**src/rtl/my_bitscan16.sv**
```systemverilog
// my_bitscan16: sequential set-bit enumerator.
// Loads a WIDTH-bit word and hands out the index of every set bit, lowest
// first, one per idx_valid/idx_ready handshake, then pulses done for one cycle.
//
// Ports:
//   clk       - clock, rising edge
//   rst       - asynchronous active-high reset
//   a         - word to scan, sampled only when a load is accepted
//   load      - start a scan of a (honoured only while in_ready is high)
//   in_ready  - block is idle and will accept load this cycle
//   idx       - index of the lowest remaining set bit
//   idx_valid - idx is valid
//   idx_ready - consumer accepts idx
//   done      - one-cycle end-of-scan pulse
//   zero      - the last loaded word was all zeros (stable until next load)
//   count     - indices emitted in the current/last scan (0..WIDTH)
module my_bitscan16 #(
  parameter  int unsigned WIDTH = 16,
  localparam int unsigned IDXW  = $clog2(WIDTH)
) (
  input  logic            clk,
  input  logic            rst,
  input  logic [WIDTH-1:0] a,
  input  logic            load,
  output logic            in_ready,
  output logic [IDXW-1:0] idx,
  output logic            idx_valid,
  input  logic            idx_ready,
  output logic            done,
  output logic            zero,
  output logic [IDXW:0]   count
);

  localparam int unsigned CNTW = IDXW + 1;

  typedef enum logic [1:0] {
    S_IDLE = 2'd0,
    S_SCAN = 2'd1,
    S_FIN  = 2'd2
  } state_t;

  state_t           state_q, state_d;
  logic [WIDTH-1:0] pending_q, pending_d;
  logic [CNTW-1:0]  count_q, count_d;
  logic             zero_q, zero_d;

  logic [IDXW-1:0]  idx_c;
  logic [WIDTH-1:0] pending_cleared_c;

  // Lowest set bit of pending; scanning downward lets the lowest hit win.
  always_comb begin
    idx_c = '0;
    for (int i = WIDTH - 1; i >= 0; i--) begin
      if (pending_q[i]) begin
        idx_c = IDXW'(i);
      end
    end
  end

  // x & (x - 1) drops exactly the lowest set bit, i.e. bit idx_c.
  assign pending_cleared_c = pending_q & (pending_q - WIDTH'(1));

  // Next-state and datapath update.
  always_comb begin
    state_d   = state_q;
    pending_d = pending_q;
    count_d   = count_q;
    zero_d    = zero_q;
    case (state_q)
      S_IDLE: begin
        if (load) begin
          pending_d = a;
          count_d   = '0;
          zero_d    = (a == '0);
          state_d   = (a != '0) ? S_SCAN : S_FIN;
        end
      end
      S_SCAN: begin
        if (idx_ready) begin
          pending_d = pending_cleared_c;
          count_d   = count_q + CNTW'(1);
          if (pending_cleared_c == '0) begin
            state_d = S_FIN;
          end
        end
      end
      S_FIN: begin
        state_d = S_IDLE;
      end
      default: begin
        state_d = S_IDLE;
      end
    endcase
  end

  // State and datapath registers.
  always_ff @(posedge clk or posedge rst) begin
    if (rst) begin
      state_q   <= S_IDLE;
      pending_q <= '0;
      count_q   <= '0;
      zero_q    <= 1'b0;
    end else begin
      state_q   <= state_d;
      pending_q <= pending_d;
      count_q   <= count_d;
      zero_q    <= zero_d;
    end
  end

  // Handshake/status outputs are pure decodes of the state register.
  assign in_ready  = (state_q == S_IDLE);
  assign idx_valid = (state_q == S_SCAN);
  assign done      = (state_q == S_FIN);
  assign idx       = idx_c;
  assign zero      = zero_q;
  assign count     = count_q;

endmodule

```
**config.mk**
```make
export PLATFORM = sky130hd
export DESIGN_NAME = my_bitscan16
export DESIGN_NICKNAME = d
export VERILOG_FILES = /design/src/rtl/my_bitscan16.sv
export SDC_FILE = /design/constraint.sdc
export NUM_CORES = 1
export LEC_CHECK = 0
export CORE_UTILIZATION = 53
export CTS_CLUSTER_SIZE = 20
export DETAILED_ROUTE_END_ITERATION = 10
export HOLD_SLACK_MARGIN = 0.05
export PLACE_DENSITY_LB_ADDON = 0.15
export REMOVE_ABC_BUFFERS = 1
export SLEW_MARGIN = 20
export SYNTH_ARGS = -nofsm -noshare
export SYNTH_HDL_FRONTEND = slang
export SYNTH_SLANG_ARGS = --single-unit
```
**constraint.sdc**
```tcl
create_clock -name clk -period 5.7 [get_ports clk]
set_input_delay 0.855 -clock clk [delete_from_list [all_inputs] [get_ports clk]]
set_output_delay 0.855 -clock clk [all_outputs]
set_load 0.02 [all_outputs]
```
---- After elaboration in Yosys (flattened, before gate mapping) ----
Index checks and enable logic that the tools add are counted.
storage, ports and cells
  bits in registers ....................... 24
  bits of input ports ..................... 20
  output and inout bits ................... 13
  word-level logic and storage cells ...... 47
operators by class
  add/sub/neg operators ................... 2
  equal/unequal tests ..................... 5
  multiplexer cells ....................... 27
  bitwise operators ....................... 1
  reduce and logical (&&, ||, !) cells .... 8
operators with widths
  kind                                                                  number
  4-bit 2-to-1 mux                                                      16
  16-bit zero test                                                      2
  16-bit 2-to-1 mux                                                     2
  16-bit case mux with 2 select lines                                   1
  16-bit bitwise AND                                                    1
  16-bit nonzero test                                                   1
  16-bit by 1-bit subtractor with 16-bit output, second input constant  1
  5-bit 2-to-1 mux                                                      2
  5-bit case mux with 2 select lines                                    1
  2-bit 2-to-1 mux                                                      4
  3-bit AND reduction                                                   2
  5-bit by 1-bit adder with 5-bit output, second input constant         1
  2-bit by 1-bit != test with 1-bit output, second input constant       2
  2-bit case mux with 2 select lines                                    1
  2-bit by 1-bit == test with 1-bit output, second input constant       1
  2-bit == test, second input constant                                  1
  2-bit zero test                                                       1
  2-bit != test, second input constant                                  1
  2-bit AND reduction                                                   1
  2-bit nonzero test                                                    1

---- Depth between registers and ports, before layout ----
  word-level depth ........................ 16
  mapped depth ............................ 8
  mapped depth without buffers ............ 6

---- Worst setup path after synthesis ----
No wires, ideal clock.
  path kind ............................... reg-to-output
  start point ............................. register pending_q[0]
  end point ............................... output idx[3]
  arrival ................................. 1742 ps
  required time ........................... 4845 ps
  slack ................................... 3103 ps
  cell stages (with the launch flop) ...... 6
  path buffers ............................ 1
  cells stage by stage .................... dfrtp_1 > or4_1 > buf_6 > nor3_4 > nand2_2 > a31oi_1
on the way
  longest elaborated chain between the ends .. 1
RTL lines
  element                 RTL line  source
  from (decl)             43        logic [WIDTH-1:0] pending_q, pending_d;
  from (signal assigned)  105       pending_q <= pending_d;
  4-bit 2-to-1 mux        54        if (pending_q[i]) begin
  to (decl)               26        output logic [IDXW-1:0] idx,
No other way between the ends.

---- Worst setup path in the final report ----
Same ends and word-level chain as after synthesis.

==> impl_metrics.json <==
{
  "status": "finished clean",
  "grt_pass1_wl_microns": 6060,
  "drv_cap": 0,
  "final.period_utilization": 0.628,
  "netSwitchingPower_mw": 0.578,
  "cp_data_arrival_time_ns": 2.73,
  "max-slew-margin-rel": 0.383,
  "synthAdderAreaFrac": 0.0154,
  "sequentialPowerShare": 0.294,
  "antenna_found_initial": 0,
  "yosysUniqueCellTypes": 43,
  "final_common_cell": "nand2_1",
  "syn_to_final_growth_pct": 25.0,
  "yosysTopAreaCell": "dfrtp_1",
  "synthArstFlopShare": 1.00,
  "start_kind": "flip-flop",
  "synth_top_area_frac": 0.410,
  "worst_path_max_delay_cell": "or4_1",
  "synth-seq-cells": 24,
  "vias_per_cell": 6.11,
  "skew_ns": 0.00227,
  "die-area_sq_um": 2980,
  "drtPass1Iterations": 4,
  "initial_core_util": 0.576,
  "dp.cells": 230,
  "post_cts_resized": 0,
  "fin_ws_ns": 2.12,
  "synth_mux_area_frac": 0,
  "gp_congestion": 0.949,
  "drc": 0,
  "seq_area_sq_um": 601,
  "nets": 226,
  "cp-end-kind": "output pin",
  "die_h_microns": 54.6,
  "path_clk_slew_ns": 0.14,
  "internal_power_mw": 0.643,
  "num_io_pins": 33,
  "setup.worst_path.class": "reg2out",
  "cts-root-buf": "clkbuf_4",
  "tns_ns": 0,
  "synth_compound_area_frac": 0.256,
  "p_clk_frac": 0.106,
  "dp_slack_ns": 2.54,
  "hold_buffers": 0,
  "rsz0062_at_grt": "no",
  "synth_area_leaders": "dfrtp_1, nand2_1, nor2_1",
  "cts_tree": "yes",
  "utilization": 0.720,
  "ys_seq_area_frac": 0.410,
  "yosysWarnings": 0,
  "htreeDepth": 1,
  "reg2reg_slack_ns": 3.31,
  "grt_max_degree": 25,
  "fin_total_pwr_mw": 1.22,
  "cp_num_buf_inv": 1,
  "antenna_cells": 0,
  "io_buffers": 32,
  "cp_max_fo": 8,
  "fin_cells": 234,
  "synth_simple_gate_area_frac": 0.260,
  "ys.flop_type": "dfrtp_1",
  "finalSetupViolCount": 0,
  "synth-edff-count": 0,
  "fill_cells": 198,
  "placement_rows": 18,
  "mappedNetlistArea_sq_um": 1470,
  "synth_cells": 177,
  "drv_slew": 0,
  "final_antenna_net_count": 0,
  "grt_pass1_vias": 1290,
  "switching_share": 0.473,
  "combPwrFrac": 0.600,
  "dp_hpwl_microns": 2780,
  "synth.avg_cell_area_sq_um": 8.28,
  "worstMarginPinSlew_ns": 0.924,
  "multi_input_area_sq_um": 806,
  "final_cell_mix": "nand2_1, clkdlybuf4s50_1, dfrtp_1, nor2_1, o21ai_1",
  "die_w_microns": 54.6,
  "crit_required_ns": 4.85,
  "cts_setup_buffers": 0,
  "synth_top_family_by_area": "simple AND/OR/NAND/NOR gates",
  "cp_cell_sequence": "or4_1 > nor3_4 > nand2_2 > a31oi_1 > clkdlybuf4s50_1",
  "cellPowerDensity_nw_per_um2": 667,
  "first_iter_violations": 61,
  "hold_viol": 0,
  "wl_per_cell_microns": 16.6,
  "ctsLongestPathBuffers": 2,
  "cts.sinks": 24,
  "cellLeakagePower_nw": 0.769,
  "num_vias": 1430,
  "max-vdd-ir-drop_v": 0.000571,
  "synth_xor_area_frac": 0.0179,
  "grt_overflow": 0,
  "cts_buffers": 3,
  "drive_gt1_frac": 0.0441,
  "hold_path_class": "reg2reg",
  "clk_latency_ns": 0.34,
  "drt_wl_total_microns": 3890,
  "crit_path_max_incr_delay_ns": 0.74,
  "core-area_sq_um": 2540,
  "globalRouteTotalUtil": 0.295,
  "fmax_mhz": 279,
  "period_minus_slack_ns": 3.58,
  "crit_family": "simple AND/OR/NAND/NOR gates"
}
## cells in the mapped netlist (3+ instances only)
| master | n |
|---|---|
| nand2_1 | 34 |
| dfrtp_1 | 24 |
| nor2_1 | 20 |
| o21ai_1 | 12 |
| a21oi_1 | 11 |
| o21ai_0 | 7 |
| a22o_1 | 6 |
| nor4_1 | 6 |
| clkbuf_1 | 5 |
| nand4_1 | 5 |
| inv_1 | 4 |
| nor2b_1 | 4 |
| o31ai_1 | 3 |
| xor2_1 | 3 |
## cells by family after synthesis
group,Yosys count
AOI/OAI and AO/OA,55
xor gates and xnor gates,3
adders and majority gates,2
buffers and inverters,13
DFF,24
and+or+nand+nor,80
## routing by layer
metal | wire length, microns | GRT usage | vias up
li1 | - | - | 701
met1 | 1790 | 0.381 | 671
met2 | 1840 | 0.480 | 49
met3 | 173 | 0.0472 | 9
met4 | 87 | 0.137 | 0
met5 | 0 | 0 | -
## stage by stage
step | hold WS (ns) | instance area (sq um)
floorplan | 0.501 | 1420
global placement | 0.470 | 1780
detailed placement | 0.485 | 1780
CTS | 0.516 | 1830
global route | 0.542 | 1830
finish | 0.503 | 1830
## area by class of cell
cell class,count,area share
Sequential cell,24,0.328
Multi-Input combinational cell,140,0.440
Timing Repair Buffer,32,0.175
Clock inverter,1,0.0164
Inverter,4,0.00820
Tap cell,30,0.0205
Clock buffer,3,0.0123
## power by group through the flow
stage | clock, mW | sequential [mW] | combinational [mW]
after floorplan | 0 | 0.348 | 0.477
after global placement | 0 | 0.350 | 0.713
after detailed placement | 0 | 0.358 | 0.723
after CTS | 0.131 | 0.354 | 0.729
after global routing | 0.135 | 0.372 | 0.800
final | 0.130 | 0.358 | 0.733
## tightest hold or removal path, cell delays in order, from the launching register on
cell	delay, ns
dfrtp_1	0.37
nand2_1	0.05
o21ai_1	0.06
## state kept, by name, indices dropped and copies added, names as in the netlist
register   flops
pending_q     16
count          5
zero           1
state_q        2
## worst paths after layout
kind                                   start       endpoint  cells past startpoint
worst max-delay path            pending_q[0]         idx[3]                      5
min in group asynchronous                rst  pending_q[11]                      2
max in group asynchronous                rst   pending_q[6]                      2
worst min register to register          zero           zero                      2
worst max register to register    state_q[0]  pending_q[11]                      5
worst min-delay path                    zero           zero                      2
(Power assumes the default switching activity.)
